**config.mk**
```make
export PLATFORM = sky130hd
export DESIGN_NAME = seg7_button_monitor
export DESIGN_NICKNAME = d
export VERILOG_FILES = /design/src/rtl/seg7_pkg.sv /design/src/rtl/seg7_hold_stretch.sv /design/src/rtl/seg7_button_monitor.sv
export SDC_FILE = /design/constraint.sdc
export NUM_CORES = 1
export LEC_CHECK = 0
export BUFFER_PORTS_ARGS = -buffer_cell sky130_fd_sc_hd__buf_2
export CAP_MARGIN = 30
export CORE_UTILIZATION = 60
export CTS_CLUSTER_DIAMETER = 100
export DETAILED_ROUTE_END_ITERATION = 12
export GPL_TIMING_DRIVEN = 0
export PLACE_DENSITY = 0.8
export SYNTH_ARGS = -nofsm -noshare
export SYNTH_HDL_FRONTEND = slang
export SYNTH_SLANG_ARGS = --single-unit
```
**constraint.sdc**
```tcl
create_clock -name clk -period 4.2 [get_ports clk]
set_input_delay 0.84 -clock clk [delete_from_list [all_inputs] [get_ports clk]]
set_output_delay 0.84 -clock clk [all_outputs]
set_load 0.005 [all_outputs]
```
**src/rtl/seg7_pkg.sv**
```systemverilog
// Shared constants, map types and helpers for the button-to-7-segment monitor.
package seg7_pkg;

  // Segment bit positions inside one digit (bit 6..0 of a digit field)
  localparam int unsigned SEG_A = 0;
  localparam int unsigned SEG_B = 1;
  localparam int unsigned SEG_C = 2;
  localparam int unsigned SEG_D = 3;
  localparam int unsigned SEG_E = 4;
  localparam int unsigned SEG_F = 5;
  localparam int unsigned SEG_G = 6;
  localparam int unsigned N_SEGS = 7;

  // Game Boy joypad button indices
  localparam int unsigned BTN_RIGHT  = 0;
  localparam int unsigned BTN_LEFT   = 1;
  localparam int unsigned BTN_UP     = 2;
  localparam int unsigned BTN_DOWN   = 3;
  localparam int unsigned BTN_A      = 4;
  localparam int unsigned BTN_B      = 5;
  localparam int unsigned BTN_SELECT = 6;
  localparam int unsigned BTN_START  = 7;

  localparam int unsigned DIGIT_W = 4;
  localparam int unsigned SEG_W   = 3;

  // Where one button lands on the display
  typedef struct packed {
    logic [DIGIT_W-1:0] digit;
    logic [SEG_W-1:0]   seg;
  } seg_loc_t;

  function automatic seg_loc_t mk_loc(input int unsigned digit, input int unsigned seg);
    seg_loc_t loc;
    loc.digit = DIGIT_W'(digit);
    loc.seg   = SEG_W'(seg);
    return loc;
  endfunction

  // Counter width able to hold values 0..n-1, never narrower than one bit
  function automatic int unsigned cnt_width(input int unsigned n);
    return (n <= 32'd1) ? 32'd1 : 32'($clog2(n));
  endfunction

  // Entry i belongs to button i (index 7 is the leftmost element)
  localparam seg_loc_t [7:0] DEFAULT_MAP = {
    mk_loc(1, SEG_D),  // START
    mk_loc(0, SEG_D),  // SELECT
    mk_loc(1, SEG_G),  // B
    mk_loc(1, SEG_B),  // A
    mk_loc(0, SEG_G),  // DOWN
    mk_loc(0, SEG_A),  // UP
    mk_loc(0, SEG_F),  // LEFT
    mk_loc(0, SEG_B)   // RIGHT
  };

endpackage

```
**src/rtl/seg7_hold_stretch.sv**
```systemverilog
// Per-button press stretcher: keeps a button "active" for HOLD_TICKS ticks after release.
module seg7_hold_stretch
  import seg7_pkg::*;
#(
  parameter int unsigned HOLD_TICKS = 20
) (
  input  logic clk,
  input  logic reset_n,
  input  logic pressed,
  input  logic tick,
  output logic active_c
);

  localparam int unsigned HOLD_W = cnt_width(HOLD_TICKS + 1);

  logic [HOLD_W-1:0] hold;

  // Reload while pressed (wins over a tick), otherwise count down on ticks
  always_ff @(posedge clk or negedge reset_n) begin
    if (!reset_n) begin
      hold <= '0;
    end else if (pressed) begin
      hold <= HOLD_W'(HOLD_TICKS);
    end else if (tick && (hold != '0)) begin
      hold <= hold - HOLD_W'(1);
    end
  end

  assign active_c = pressed | (hold != '0);

endmodule

```
**src/rtl/seg7_button_monitor.sv**
```systemverilog
// Drives active-low 7-segment digits from active-low buttons with idle PWM glow and press stretch.
module seg7_button_monitor
  import seg7_pkg::*;
#(
  parameter int unsigned N_BTN      = 8,
  parameter int unsigned N_DIGITS   = 2,
  parameter int unsigned PWM_BITS   = 4,
  parameter int unsigned PRESC_DIV  = 50000,
  parameter int unsigned HOLD_TICKS = 20,
  parameter seg_loc_t [N_BTN-1:0] SEG_MAP = DEFAULT_MAP
) (
  input  logic                       clk,
  input  logic                       reset_n,
  input  logic [N_BTN-1:0]           buttons,
  input  logic                       enable,
  input  logic [PWM_BITS-1:0]        idle_duty,
  output logic [N_DIGITS-1:0][6:0]   odat
);

  localparam int unsigned PRESC_W = cnt_width(PRESC_DIV);

  logic [N_BTN-1:0]          btn_meta;
  logic [N_BTN-1:0]          btn_s;
  logic [N_BTN-1:0]          pressed;
  logic [N_BTN-1:0]          active;
  logic [PRESC_W-1:0]        presc;
  logic                      tick;
  logic [PWM_BITS-1:0]       pwm_cnt;
  logic                      glow;
  logic [N_DIGITS-1:0][6:0]  odat_next;

  // Two-stage synchroniser for the asynchronous button lines
  always_ff @(posedge clk or negedge reset_n) begin
    if (!reset_n) begin
      btn_meta <= '1;
      btn_s    <= '1;
    end else begin
      btn_meta <= buttons;
      btn_s    <= btn_meta;
    end
  end

  assign pressed = ~btn_s;

  // Hold-tick prescaler, wraps at PRESC_DIV-1
  assign tick = (presc == PRESC_W'(PRESC_DIV - 1));

  always_ff @(posedge clk or negedge reset_n) begin
    if (!reset_n) begin
      presc <= '0;
    end else if (tick) begin
      presc <= '0;
    end else begin
      presc <= presc + PRESC_W'(1);
    end
  end

  // Free-running idle-glow PWM counter
  always_ff @(posedge clk or negedge reset_n) begin
    if (!reset_n) begin
      pwm_cnt <= '0;
    end else begin
      pwm_cnt <= pwm_cnt + PWM_BITS'(1);
    end
  end

  assign glow = (pwm_cnt < idle_duty);

  for (genvar i = 0; i < N_BTN; i++) begin : g_hold
    seg7_hold_stretch #(
      .HOLD_TICKS (HOLD_TICKS)
    ) u_hold (
      .clk      (clk),
      .reset_n  (reset_n),
      .pressed  (pressed[i]),
      .tick     (tick),
      .active_c (active[i])
    );
  end

  // Gather every button mapped onto each segment; unmapped segments stay dark
  always_comb begin
    logic hit;
    logic lit;
    odat_next = '1;
    hit       = 1'b0;
    lit       = 1'b0;
    for (int unsigned d = 0; d < N_DIGITS; d++) begin
      for (int unsigned s = 0; s < N_SEGS; s++) begin
        hit = 1'b0;
        lit = 1'b0;
        for (int unsigned i = 0; i < N_BTN; i++) begin
          if ((32'(SEG_MAP[i].digit) == d) && (32'(SEG_MAP[i].seg) == s)) begin
            hit = 1'b1;
            lit = lit | active[i];
          end
        end
        if (hit) begin
          odat_next[d][s] = ~(enable & (lit | glow));
        end
      end
    end
  end

  // Registered segment drive
  always_ff @(posedge clk or negedge reset_n) begin
    if (!reset_n) begin
      odat <= '1;
    end else begin
      odat <= odat_next;
    end
  end

endmodule

```
Word-level counts from Yosys, hierarchy flattened
Cells that the tools add are included.
W data, S select, Z words.
{"block": "totals", "mem_bits_rw": 0, "latch_bits": 0, "memories": 0, "output_inout_bits": 14, "romBits": 0, "ff_bits": 84}
{"block": "op_classes", "div": 0, "magnitude_cmp": 1, "n_eq_ne": 1, "n_reduce_logical": 24, "mul": 0, "muxes": 17, "bitwise_logic": 33, "addsub": 10, "shifts": 0}
{"operator": "$mux W5", "count": 16}
{"operator": "$reduce_bool A5 Y1", "count": 8}
{"operator": "$sub A5 B1 Y5 const B", "count": 8}
{"operator": "$add A16 B1 Y16 const B", "count": 1}
{"operator": "$eq A16 B16 Y1 const B", "count": 1}
{"operator": "$mux W16", "count": 1}
{"operator": "$or A1 B1 Y1", "count": 16}
{"operator": "$reduce_bool A2 Y1", "count": 8}
{"operator": "$and A1 B1 Y1", "count": 8}
{"operator": "$logic_and A1 B1 Y1", "count": 8}
{"operator": "$not A1 Y1", "count": 8}
{"operator": "$not A8 Y8", "count": 1}
{"operator": "$add A4 B1 Y4 const B", "count": 1}
{"operator": "$lt A4 B4 Y1", "count": 1}

Depth between registers and ports, before layout
Gate-level depths: netlist of the first run.
{"block": "depth", "word_depth": 5, "mapped_depth": 6, "mapped_depth_nobuf": 6}

Modules after synthesis
From an unflattened synthesis of the first run, not the netlist that was laid out.
{"block": "hier_totals", "cells_unflattened": 363, "area_unflattened_um2": 3943.8}
{"mod": "seg7_hold_stretch", "area_each_um2": 265.3, "cells_per_inst": 27, "seq_area_each_um2": 125.1, "n_inst": 8}
{"mod": "seg7_button_monitor", "area_each_um2": 1821.7, "cells_per_inst": 147, "seq_area_each_um2": 1131.1, "n_inst": 1}

Worst setup path before layout of the first run
OpenSTA, ideal clock, no wires.
{"block": "synth_path", "path_type": "register to register", "start": "register presc[10]", "end": "register g_hold[3].u_hold.hold[4]", "stages_incl_launch_ff": 7, "slack_ns": 2.229, "setup_ns": 0.125, "n_path_buf": 2, "synth_period_minus_slack_ns": 1.971, "arrival_ns": 1.846, "path_cell_list": "dfrtp_1 -> or4b_4 -> nor4_4 -> and2b_1 -> buf_6 -> buf_8 -> a21oi_2"}
{"block": "synth_via", "elab_chain_cells": 3}
{"item": "from (decl)", "line_no": "seg7_button_monitor.sv:26", "text": "logic [PRESC_W-1:0] presc;"}
{"item": "from (signal assigned)", "line_no": "seg7_button_monitor.sv:54", "text": "presc <= presc + PRESC_W'(1);"}
{"item": "$eq A16 B16 Y1", "line_no": "seg7_button_monitor.sv:46", "text": "assign tick = (presc == PRESC_W'(PRESC_DIV - 1));"}
{"item": "$logic_and A1 B1 Y1", "line_no": "seg7_hold_stretch.sv:24", "text": "end else if (tick && (hold != '0)) begin"}
{"item": "$reduce_bool A2 Y1 (no line)"}
{"item": "to (signal assigned)", "line_no": "seg7_hold_stretch.sv:23", "text": "hold <= HOLD_W'(HOLD_TICKS);"}
{"item": "to (signal assigned)", "line_no": "seg7_hold_stretch.sv:25", "text": "hold <= hold - HOLD_W'(1);"}
{"item": "to (decl)", "line_no": "seg7_hold_stretch.sv:16", "text": "logic [HOLD_W-1:0] hold;"}
No other way between the ends.
A chain may end at the register's enable or synchronous reset.

Final worst setup path of the first run
Ends and elaborated chain as after synthesis.

==> results of run 1 <==
==> worst reg2reg max path, stage by stage, from the launching register on <==
cell and delay, ns:
dfrtp_1 0.44, or4b_4 0.57, nor4_4 0.68, and2b_1 0.23, buf_6 0.14, buf_8 0.15, a21oi_2 0.06
==> path summary, 6_finish.rpt <==
path	slack [ns]	start	end	depth (start not counted)
worst max-delay path	1.82	presc[10]$_DFF_PN0_	g_hold[3].u_hold.hold[4]$_DFFE_PN0P_	6
worst min-delay path	0.35	reset_n	g_hold[3].u_hold.hold[0]$_DFFE_PN0P_	1
worst max register to register	1.82	presc[10]$_DFF_PN0_	g_hold[3].u_hold.hold[4]$_DFFE_PN0P_	6
worst min register to register	0.36	btn_meta[3]$_DFF_PN1_	btn_s[3]$_DFF_PN1_	0
max in group asynchronous	3.22	reset_n	btn_s[7]$_DFF_PN1_	2
min in group clk	0.36	btn_meta[3]$_DFF_PN1_	btn_s[3]$_DFF_PN1_	0
==> flip-flops by register name, summed over array words and instances, names as in the netlist <==
register            flops
pwm_cnt                 4
presc                  16
g_hold.u_hold.hold     40
btn_meta                8
btn_s                   8
odat                    8
==> metrics by stage <==
step           instance area [um2]  util (%)  power (mW)
5_1_grt                       4550      70.9        1.64
3_5_place_dp                  4310      67.1       0.914
2_1_floorplan                 4080         -       0.877
6_report                      4550      70.9        1.59
4_1_cts                       4550      70.9        1.60
3_3_place_gp                  4280      66.6       0.908
==> where the power goes <==
| group | internal, mW | switching [mW] | leakage (nW) | total, mW |
|---|---|---|---|---|
| sequential | 0.829 | 0.00390 | 0.989 | 0.833 |
| combinational | 0.0227 | 0.0420 | 0.959 | 0.0646 |
| clock | 0.409 | 0.282 | 0.123 | 0.692 |
==> per-layer routing <==
metal,share of wire [%],global-route usage [%],vias to the layer above
met5,0,0,-
met1,44,29.5,1422
li1,-,-,1383
met4,2.1,9.87,0
met3,4.7,6.59,14
met2,50,39.9,76
==> cell usage in the layout, fill, tap and decap left out, types with 4 or more instances in the layout <==
| cell | Yosys | layout |
|---|---|---|
| clkbuf_1 | 8 | 9 |
| buf_2 | 0 | 20 |
| ha_1 | 13 | 13 |
| buf_1 | 4 | 4 |
| inv_1 | 22 | 22 |
| clkbuf_8 | 0 | 10 |
| nor3_1 | 10 | 10 |
| conb_1 | 1 | 6 |
| buf_4 | 6 | 7 |
| dfstp_2 | 24 | 24 |
| xor2_1 | 5 | 5 |
| mux2_1 | 5 | 5 |
| nor3b_1 | 4 | 4 |
| nand3_1 | 36 | 36 |
| nand2_1 | 50 | 50 |
| nor2_1 | 23 | 23 |
| o211ai_1 | 8 | 8 |
| nor2b_1 | 9 | 9 |
| dfrtp_1 | 60 | 60 |
| mux2i_1 | 24 | 24 |
| a41oi_1 | 4 | 4 |
| xnor2_1 | 10 | 10 |
| nand2b_1 | 22 | 22 |
| nor4b_1 | 8 | 8 |
==> cell type report <==
type / instances / area (um2)
repair buffers: 22 / 135
plain buffers: 22 / 139
clock buffers: 11 / 141
multi-input cells: 266 / 1720
clock inverters: 5 / 100
well taps: 77 / 96.3
fillers: 456 / 1870
inverters: 22 / 82.6
flip-flops and latches: 84 / 2130
==> cells by family (layout without fill, tap and decap cells) <==
group                      count (synthesis)  in the layout  synth area share [%]
AOI/OAI and AO/OA                         26             26                  4.56
xor gates and xnor gates                  15             15                  3.24
adders and majority gates                 13             13                  4.01
buffers and inverters                     44             82                  5.46
DFF                                       84             84                  52.5
muxes                                     29             29                  7.31
other                                      1              6                0.0924
and+or+nand+nor                          177            177                  22.8
==> metrics.md, run 1 <==
| Metric | Value |
|---|---|
| Highest-delay cell along the critical path | `nor4_4` |
| Longest Clk Path Bufs | `2` |
| CP Launch Type | `flop` |
| Nets@finish | `approximately 460` |
| Avg WL per Cell | `around 15 um` |
| Root Driver | `clkbuf_8` |
| Seq cells post-synth | `84` |
| Slew Limit Fails | `0` |
| Worst-path clk slew | `~0.080 ns` |
| Critical Path End Type | `flop` |
| Layout area overhead | `12.1%` |
| Setup tns final | `0 ns` |
| Vias in the first global route | `2878` |
| Routed vias | `2895` |
| IO Port Bufs | `21` |
| CTS tree | `done` |
| Die Footprint | `roughly 0.0071 mm2` |
| Hold_ws | `0.348 ns` |
| Failing checks | `DRC` |
| Htree depth | `3` |
| Delay-heaviest family, CP | `simple AND/OR/NAND/NOR gates` |
| PwrDens | `349 mW/mm2` |
| Placeable Area | `roughly 0.0064 mm2` |
| Netlist cell types | `39` |
| Detailed placement HPWL | `slightly above 5 mm` |
| Global route total overflow | `0` |
| Largest stage delay, worst path | `roughly 0.68 ns` |
| Synth cell count leaders | `dfrtp_1, nand2_1, nand3_1` |
| DP Cell Count | `a little under 500` |
| First-pass GRT wire length | `around 13 mm` |
| Hold/Removal Path Class | `input port to async pin` |
| Max-capacitance violation count | `0` |
| Peak supply drop | `between 0.3 and 0.4 mV` |
| Setup Viol. Count Final | `0` |
| Resized cells post-CTS | `0` |
| WL final | `approximately 7.6 mm` |
| Highest clock rate | `roughly 420 MHz` |
| Largest area contributor in the netlist | `dfrtp_1` |
| Area of the mapped netlist | `0.00406 mm2` |
| DRT Pass-1 Iters | `8` |
| Syn avg cell area | `approximately 10 um2` |
| Initial Util | `a little over three fifths` |
| Largest net degree at the start of global routing | `slightly below 70` |
| Starting DRT DRC Count | `176` |
| WP data arrival | `roughly 2.6 ns` |
| CP bufs+invs | `2` |
| Crit path required time | `about 4.4 ns` |
| Post-synth EDFFs | `0` |
| Outcome | `finished with violations` |
| DIE HEIGHT | `roughly 84 um` |
| Mapped Cells | `approximately 390` |
| Slew @ Worst Pin | `0.871 ns` |
| Post-DR vias/cell | `5.69` |
| Ys flop type | `dfrtp_1` |
| Final Hold Viols | `0` |
| Post-CTS Hold Fix Bufs | `0` |
| Register area share after synthesis | `about 53%` |
| GRT Util Overall | `about a quarter` |
| Final non-filler cell total | `between 500 and 600` |
| # IOs | `29` |
| Pre-CTS setup slack | `between 1.5 and 2 ns` |
| Final worst slack | `1.82 ns` |
| Post-synth ARST share | `100%` |
| Synth warn | `0` |
| RSZ-0062 raised after global routing | `false` |
| CP Max Fanout | `10` |
| Die width | `about 84 um` |
| Diodes inserted | `0` |
| TritonCTS Buffers | `9` |
| Postcts setup bufs | `0` |
| Synth top area cells | `dfrtp_1, dfstp_2, mux2i_1, nand2_1, nand3_1` |
| Clock Skews | `approximately 0.0071 ns` |
| CP cell instances | `or4b_4 -> nor4_4 -> and2b_1 -> buf_6 -> buf_8 -> a21oi_2` |
| Leakage power | `just over 2 nW` |
| Synth top area share | `37.0%` |
| GP Congestion | `between 0.8 and 0.9` |
| Antenna viol nets, final | `0` |
| Slew headroom | `41.9%` |
| Layout cell share with drive strength beyond 1 | `~18%` |
| CP Class | `flop to flop` |
| Tcrit/Tclk final | `56.7%` |
| Initial antenna violation count | `0` |
| Clock period minus worst slack | `2.38 ns` |
| # rows | `29` |
| Clock sink count | `between 80 and 90` |
| Worst-skew pair later-pin latency | `between 0.3 and 0.4 ns` |
| # DRC | `2` |
| Most frequent cell after synthesis | `dfrtp_1` |
Power figures use the tool's default switching activity.
==> inputs of run 2 (changes only) <==
Settings changed: CORE_UTILIZATION 60 to 54, PLACE_DENSITY 0.8 to 0.76.
Clock period 4.2 ns to 2.17 ns, I/O delays scaled along.
==> metrics.md, run 2 (synthesis results as in run 1) <==
| Metric | Value |
|---|---|
| Root Driver | `clkbuf_8` |
| Post-layout util | `between 60% and 70%` |
| Global route total overflow | `0` |
| Layout area overhead | `11.7%` |
| Nets@finish | `approximately 460` |
| Final Hold Viols | `0` |
| Initial antenna violation count | `0` |
| First-pass GRT wire length | `between 10 and 15 mm` |
| Top Registers | `g_hold.u_hold.hold x40, presc x16` |
| CTS tree | `done` |
| # rows | `31` |
| GRT Util Overall | `roughly 22%` |
| WL final | `7.47 mm` |
| CP Launch Type | `flop` |
| Design Power | `2.74 mW` |
| Placeable Area | `roughly 0.0073 mm2` |
| R2R Path Start | `presc[10]$_DFF_PN0_` |
| GP Congestion | `around 0.78` |
| Critical Path End Type | `flop` |
| Hold_ws | `approximately 0.014 ns` |
| Outcome | `finished, final reports clean` |
| Vias in the first global route | `between 2000 and 3000` |
| Longest Clk Path Bufs | `2` |
| Cell area after layout | `between 0.004 and 0.005 mm2` |
| Clock Skews | `0.00806 ns` |
| Worst-skew pair later-pin latency | `roughly 0.36 ns` |
| R2R depth | `7` |
| Initial Util | `56.0%` |
| Clock period minus worst slack | `between 2 and 2.5 ns` |
| CP endpoint | `presc[8]$_DFF_PN0_` |
| Clock sink count | `between 80 and 90` |
| Die Footprint | `~0.0079 mm2` |
| Slew @ Worst Pin | `approximately 0.83 ns` |
| RSZ-0062 raised after global routing | `false` |
| Commonest cells after routing, fill and taps aside | `dfrtp_1, nand2_1, nand3_1` |
| Routed vias | `between 2000 and 3000` |
| Placement Cell Area | `roughly 0.0043 mm2` |
| Commonest non-fill, non-tap cell in the layout | `dfrtp_1` |
| IO Port Bufs | `21` |
| Antenna viol nets, final | `0` |
| Tcrit/Tclk final | `94.9%` |
| Largest register FFs | `40` |
| Slew headroom | `between 40 and 50%` |
| Post-DR vias/cell | `about 5.4` |
| Detailed placement HPWL | `4.95 mm` |
| Post-CTS Hold Fix Bufs | `0` |
| TritonCTS Buffers | `9` |
| Max-capacitance violation count | `0` |
| Worst-path clk slew | `0.08 ns` |
| PwrDens | `604 mW/mm2` |
| Diodes inserted | `0` |
| Slew Limit Fails | `0` |
| Highest clock rate | `486 MHz` |
| WP data arrival | `between 2 and 2.5 ns` |
| Avg WL per Cell | `roughly 14 um` |
| # DRC | `0` |
| # IOs | `29` |
| CP Max Fanout | `10` |
| Setup Viol. Count Final | `0` |
| Register-to-register setup slack | `around 0.11 ns` |
| Crit path required time | `between 2 and 2.5 ns` |
| Die width | `88.7 um` |
| Reg2Reg Capture Point | `presc[8]$_DFF_PN0_` |
| Layout cell share with drive strength beyond 1 | `between 10% and 20%` |
| Peak supply drop | `a little over 0.3 mV` |
| Leakage power | `2.05 nW` |
| Hold/Removal Path Class | `input port to async pin` |
| Starting DRT DRC Count | `between 100 and 150` |
| CP Class | `flop to flop` |
| Setup crit start | `presc[10]$_DFF_PN0_` |
| DRT Pass-1 Iters | `4` |
| Htree depth | `3` |
| Largest net degree at the start of global routing | `53` |
| Top reg by flops | `g_hold.u_hold.hold` |
| DIE HEIGHT | `around 90 um` |
-- run 2: per-stage QoR --
| step | cells | setup WS [ns] | TNS (ns) |
|---|---|---|---|
| finish | 531 | 0.111 | 0 |
| global route | 531 | 0.00892 | 0 |
| CTS | 531 | 0.0140 | 0 |
| detailed placement | 515 | -0.219 | -7.17 |
| global placement | 514 | -0.178 | -5.35 |
| floorplan | 394 | 0.199 | 0 |
-- run 2: critical path: stages, from the launching register on --
cell	delay, ns
dfrtp_1	0.43
or4b_4	0.57
nor4_4	0.28
buf_12	0.18
and2b_1	0.14
buf_6	0.14
buf_8	0.15
nor2_1	0.06
-- run 2: worst min path at each step --
stage                          start                                   end  slack [ns]
6_report                     reset_n                   presc[13]$_DFF_PN0_        0.01
3_3_place_gp   btn_meta[0]$_DFF_PN1_                    btn_s[0]$_DFF_PN1_        0.35
2_1_floorplan                reset_n  g_hold[0].u_hold.hold[0]$_DFFE_PN0P_        0.14
3_5_place_dp   btn_meta[5]$_DFF_PN1_                    btn_s[5]$_DFF_PN1_        0.35
4_1_cts                      reset_n                   presc[13]$_DFF_PN0_        0.02
5_1_grt                      reset_n                   presc[13]$_DFF_PN0_        0.04
-- run 2: routing by layer --
metal / global-route usage, % / part of all wire (%)
met4: 8.94 / 1.9
met5: 0 / 0
met3: 6.16 / 3.5
met1: 25.7 / 45
met2: 37.3 / 50
-- run 2: where the power goes --
group	total [mW]	leakage, nW	internal (mW)	switching (mW)
clock	1.00	0.0872	0.467	0.535
combinational	0.125	0.970	0.0439	0.0808
sequential	1.61	0.989	1.60	0.00744
-- run 2: cell type report --
type	count	area, um2
Buffer	22	140
Clock buffer	11	151
Clock inverter	4	25.0
Fill cell	601	2720
Inverter	22	82.6
Multi-Input combinational cell	266	1720
Sequential cell	84	2130
Tap cell	99	124
Timing Repair Buffer	23	155
-- run 2: repair_timing --
action                                  CTS  global route
setup buffers                             1             0
endpoints found under the setup margin   49            13
pin swaps                                 1             1
gates resized for setup                   0             1
==> inputs of run 3 (changes only) <==
Settings changed: ABC_AREA from default to 1, CORE_UTILIZATION 54 to 55, PLACE_DENSITY 0.76 to 0.77.
==> metrics.md, run 3 <==
| Metric | Value |
|---|---|
| Outcome | `finished, final reports clean` |
| Top Usage Layer GRT | `met2` |
| WP data arrival | `around 2 ns` |
| Worst-path clk slew | `approximately 0.09 ns` |
| CTS tree | `done` |
| Grt met2 use | `between 30% and 40%` |
| Layout cell share with drive strength beyond 1 | `between 10% and 20%` |
| Slew Limit Fails | `0` |
| Peak supply drop | `~0.55 mV` |
| Root Driver | `clkbuf_8` |
| Diodes inserted | `0` |
| Setup tns final | `0 ns` |
| Clock period minus worst slack | `between 1.5 and 2 ns` |
| Avg WL per Cell | `11.6 um` |
| Largest net degree at the start of global routing | `63` |
| Placeable Area | `0.00773 mm2` |
| Post-synth ARST share | `100%` |
| Post-layout util | `63.7%` |
| Ys flop type | `dfrtp_1` |
| Most frequent cell after synthesis | `nand2_1` |
| Clock Skews | `0.0112 ns` |
| Crit path required time | `2.47 ns` |
| Slew @ Worst Pin | `a little under 0.8 ns` |
| Antenna viol nets, final | `0` |
| PwrDens | `roughly 700 mW/mm2` |
| Top Registers | `g_hold.u_hold.hold x40, presc x16` |
| Final non-filler cell total | `~700` |
| Routed vias | `about 3500` |
| Post-DR vias/cell | `about 5.1` |
| Initial Util | `around 57%` |
| Clock sink count | `between 80 and 90` |
| Layout area overhead | `11.5%` |
| Largest area contributor in the netlist | `dfrtp_1` |
| FF/Latch Area | `0.00213 mm2` |
| CP Launch Type | `flop` |
| Die Footprint | `roughly 0.0084 mm2` |
| Setup Viol. Count Final | `0` |
| Slew headroom | `48.2%` |
| First-pass GRT wire length | `14.4 mm` |
| RSZ-0062 raised after global routing | `false` |
| Longest Clk Path Bufs | `2` |
| Highest clock rate | `approximately 600 MHz` |
| Netlist cell types | `26` |
| Hold/Removal Path Class | `input port to flop` |
| Worst Hold Depth | `1` |
| Area of the mapped netlist | `~0.0044 mm2` |
| Design Power | `~3.5 mW` |
| Htree depth | `3` |
| Worst-skew pair later-pin latency | `0.36 ns` |
| DP Cell Count | `just under 700` |
| Cell area after layout | `~0.0049 mm2` |
| Synth top area cells | `dfrtp_1, dfstp_2, nand3_1, nand2_1, inv_1` |
| Synth warn | `0` |
| DRT Pass-1 Iters | `5` |
| Initial antenna violation count | `0` |
| Leakage power | `about 2.6 nW` |
| CP Class | `flop to flop` |
| GP Congestion | `approximately 0.87` |
| Global route total overflow | `0` |
| Max-capacitance violation count | `0` |
| Vias in the first global route | `3447` |
| Post-synth EDFFs | `0` |
| Synth cell count leaders | `nand2_1, nand3_1, inv_1` |
| Detailed placement HPWL | `between 5 and 6 mm` |
| Commonest non-fill, non-tap cell in the layout | `nand2_1` |
| # IOs | `29` |
| Layout filler cell count | `about 650` |
| Top reg by flops | `g_hold.u_hold.hold` |
| Placement Cell Area | `about 0.0047 mm2` |
| Synth top area share | `around a third` |
| R2R depth | `5` |
| Starting DRT DRC Count | `about 170` |
| Area of the multi-input gates | `around 0.0018 mm2` |
| Critical Path End Type | `flop` |
| DIE HEIGHT | `a little over 90 um` |
| GRT met3 Usage | `6.03%` |
| Largest register FFs | `40` |
| Tcrit/Tclk final | `between 70% and 80%` |
| Resized cells post-CTS | `0` |
| GRT met1 Usage | `25.8%` |
| Register-to-register setup slack | `0.50 ns` |
| Seq cells post-synth | `84` |
| Die width | `between 90 and 100 um` |
| TritonCTS Buffers | `9` |
| GRT Util Overall | `between 20% and 30%` |
| WL final | `8.06 mm` |
| Register area share after synthesis | `48.3%` |
| R2R Path Start | `pwm_cnt[3]$_DFF_PN0_` |
| Commonest cells after routing, fill and taps aside | `nand2_1, nand3_1, inv_1` |
| # DRC | `0` |
| Setup crit start | `pwm_cnt[3]$_DFF_PN0_` |
| Nets@finish | `615` |
| Mapped Cells | `about 550` |
| Syn avg cell area | `8.05 um2` |
| CP Max Fanout | `8` |
| Final Hold Viols | `0` |
| # rows | `32` |
| IO Port Bufs | `21` |
| HP Start | `buttons[6]` |
-- run 3: cell count changes in the layout (fill, tap and decap cells not counted), sizes merged, moves of 9 or more --
cell	previous run	this run
nor2	23	93
nand3	36	106
inv	22	96
mux2i	24	0
clkbuf	20	10
nand2	52	105
nor2b	9	0
xnor2	10	1
nand2b	22	0
-- run 3: per-layer routing --
layer	vias to the layer above	part of all wire, %
li1	1775	-
met1	1666	45
met2	76	50
met3	11	4.1
met4	0	1.4
met5	-	0
-- run 3: final cells by class --
type                    instances  share of cell area [%]
multi-input cells             357                    37.0
repair buffers                 23                    2.95
inverters                      96                    7.32
clock inverters                 6                    1.81
clock buffers                  10                    2.59
well taps                     102                    2.59
plain buffers                  16                    2.44
flip-flops and latches         84                    43.3
-- run 3: stage by stage --
stage | worst slack (ns) | hold slack [ns]
floorplan | 0.857 | 0.138
global placement | 0.0152 | 0.345
detailed placement | 0.371 | 0.347
CTS | 0.505 | 0.155
global route | 0.391 | 0.148
finish | 0.499 | 0.163
-- run 3: worst paths after layout --
| path | end |
|---|---|
| min reg2reg | btn_s[1]$_DFF_PN1_ |
| max in group asynchronous | btn_meta[1]$_DFF_PN1_ |
| max reg2reg | odat[5]$_DFF_PN1_ |
| min in group asynchronous | g_hold[5].u_hold.hold[1]$_DFFE_PN0P_ |
| min | btn_meta[6]$_DFF_PN1_ |
| max | odat[5]$_DFF_PN1_ |
-- run 3: repair_timing --
item                                   CTS  global route
endpoints found under the hold margin   13             0
hold buffers                             1             0
setup buffers                            0             0
-- run 3: worst max-delay path, cell delays in order, from the launching register on --
cell	delay, ns
dfrtp_1	0.41
ha_1	0.31
nand2_1	0.06
o21ai_1	0.61
nand2_1	0.13
nand2_1	0.10
-- run 3: kinds of logic after synthesis --
group           synth area share, %
simple gates                   31.5
buf+inv                        10.9
flops                          48.3
compound gates                 3.97
fa+ha+maj                      3.69
xor+xnor                       1.59
other cells                  0.0850
-- run 3: power breakdown --
| part | leakage (nW) | internal [mW] | switching [mW] |
|---|---|---|---|
| registers | 0.986 | 1.69 | 0.0619 |
| logic | 1.48 | 0.190 | 0.306 |
| clock network | 0.102 | 0.648 | 0.566 |
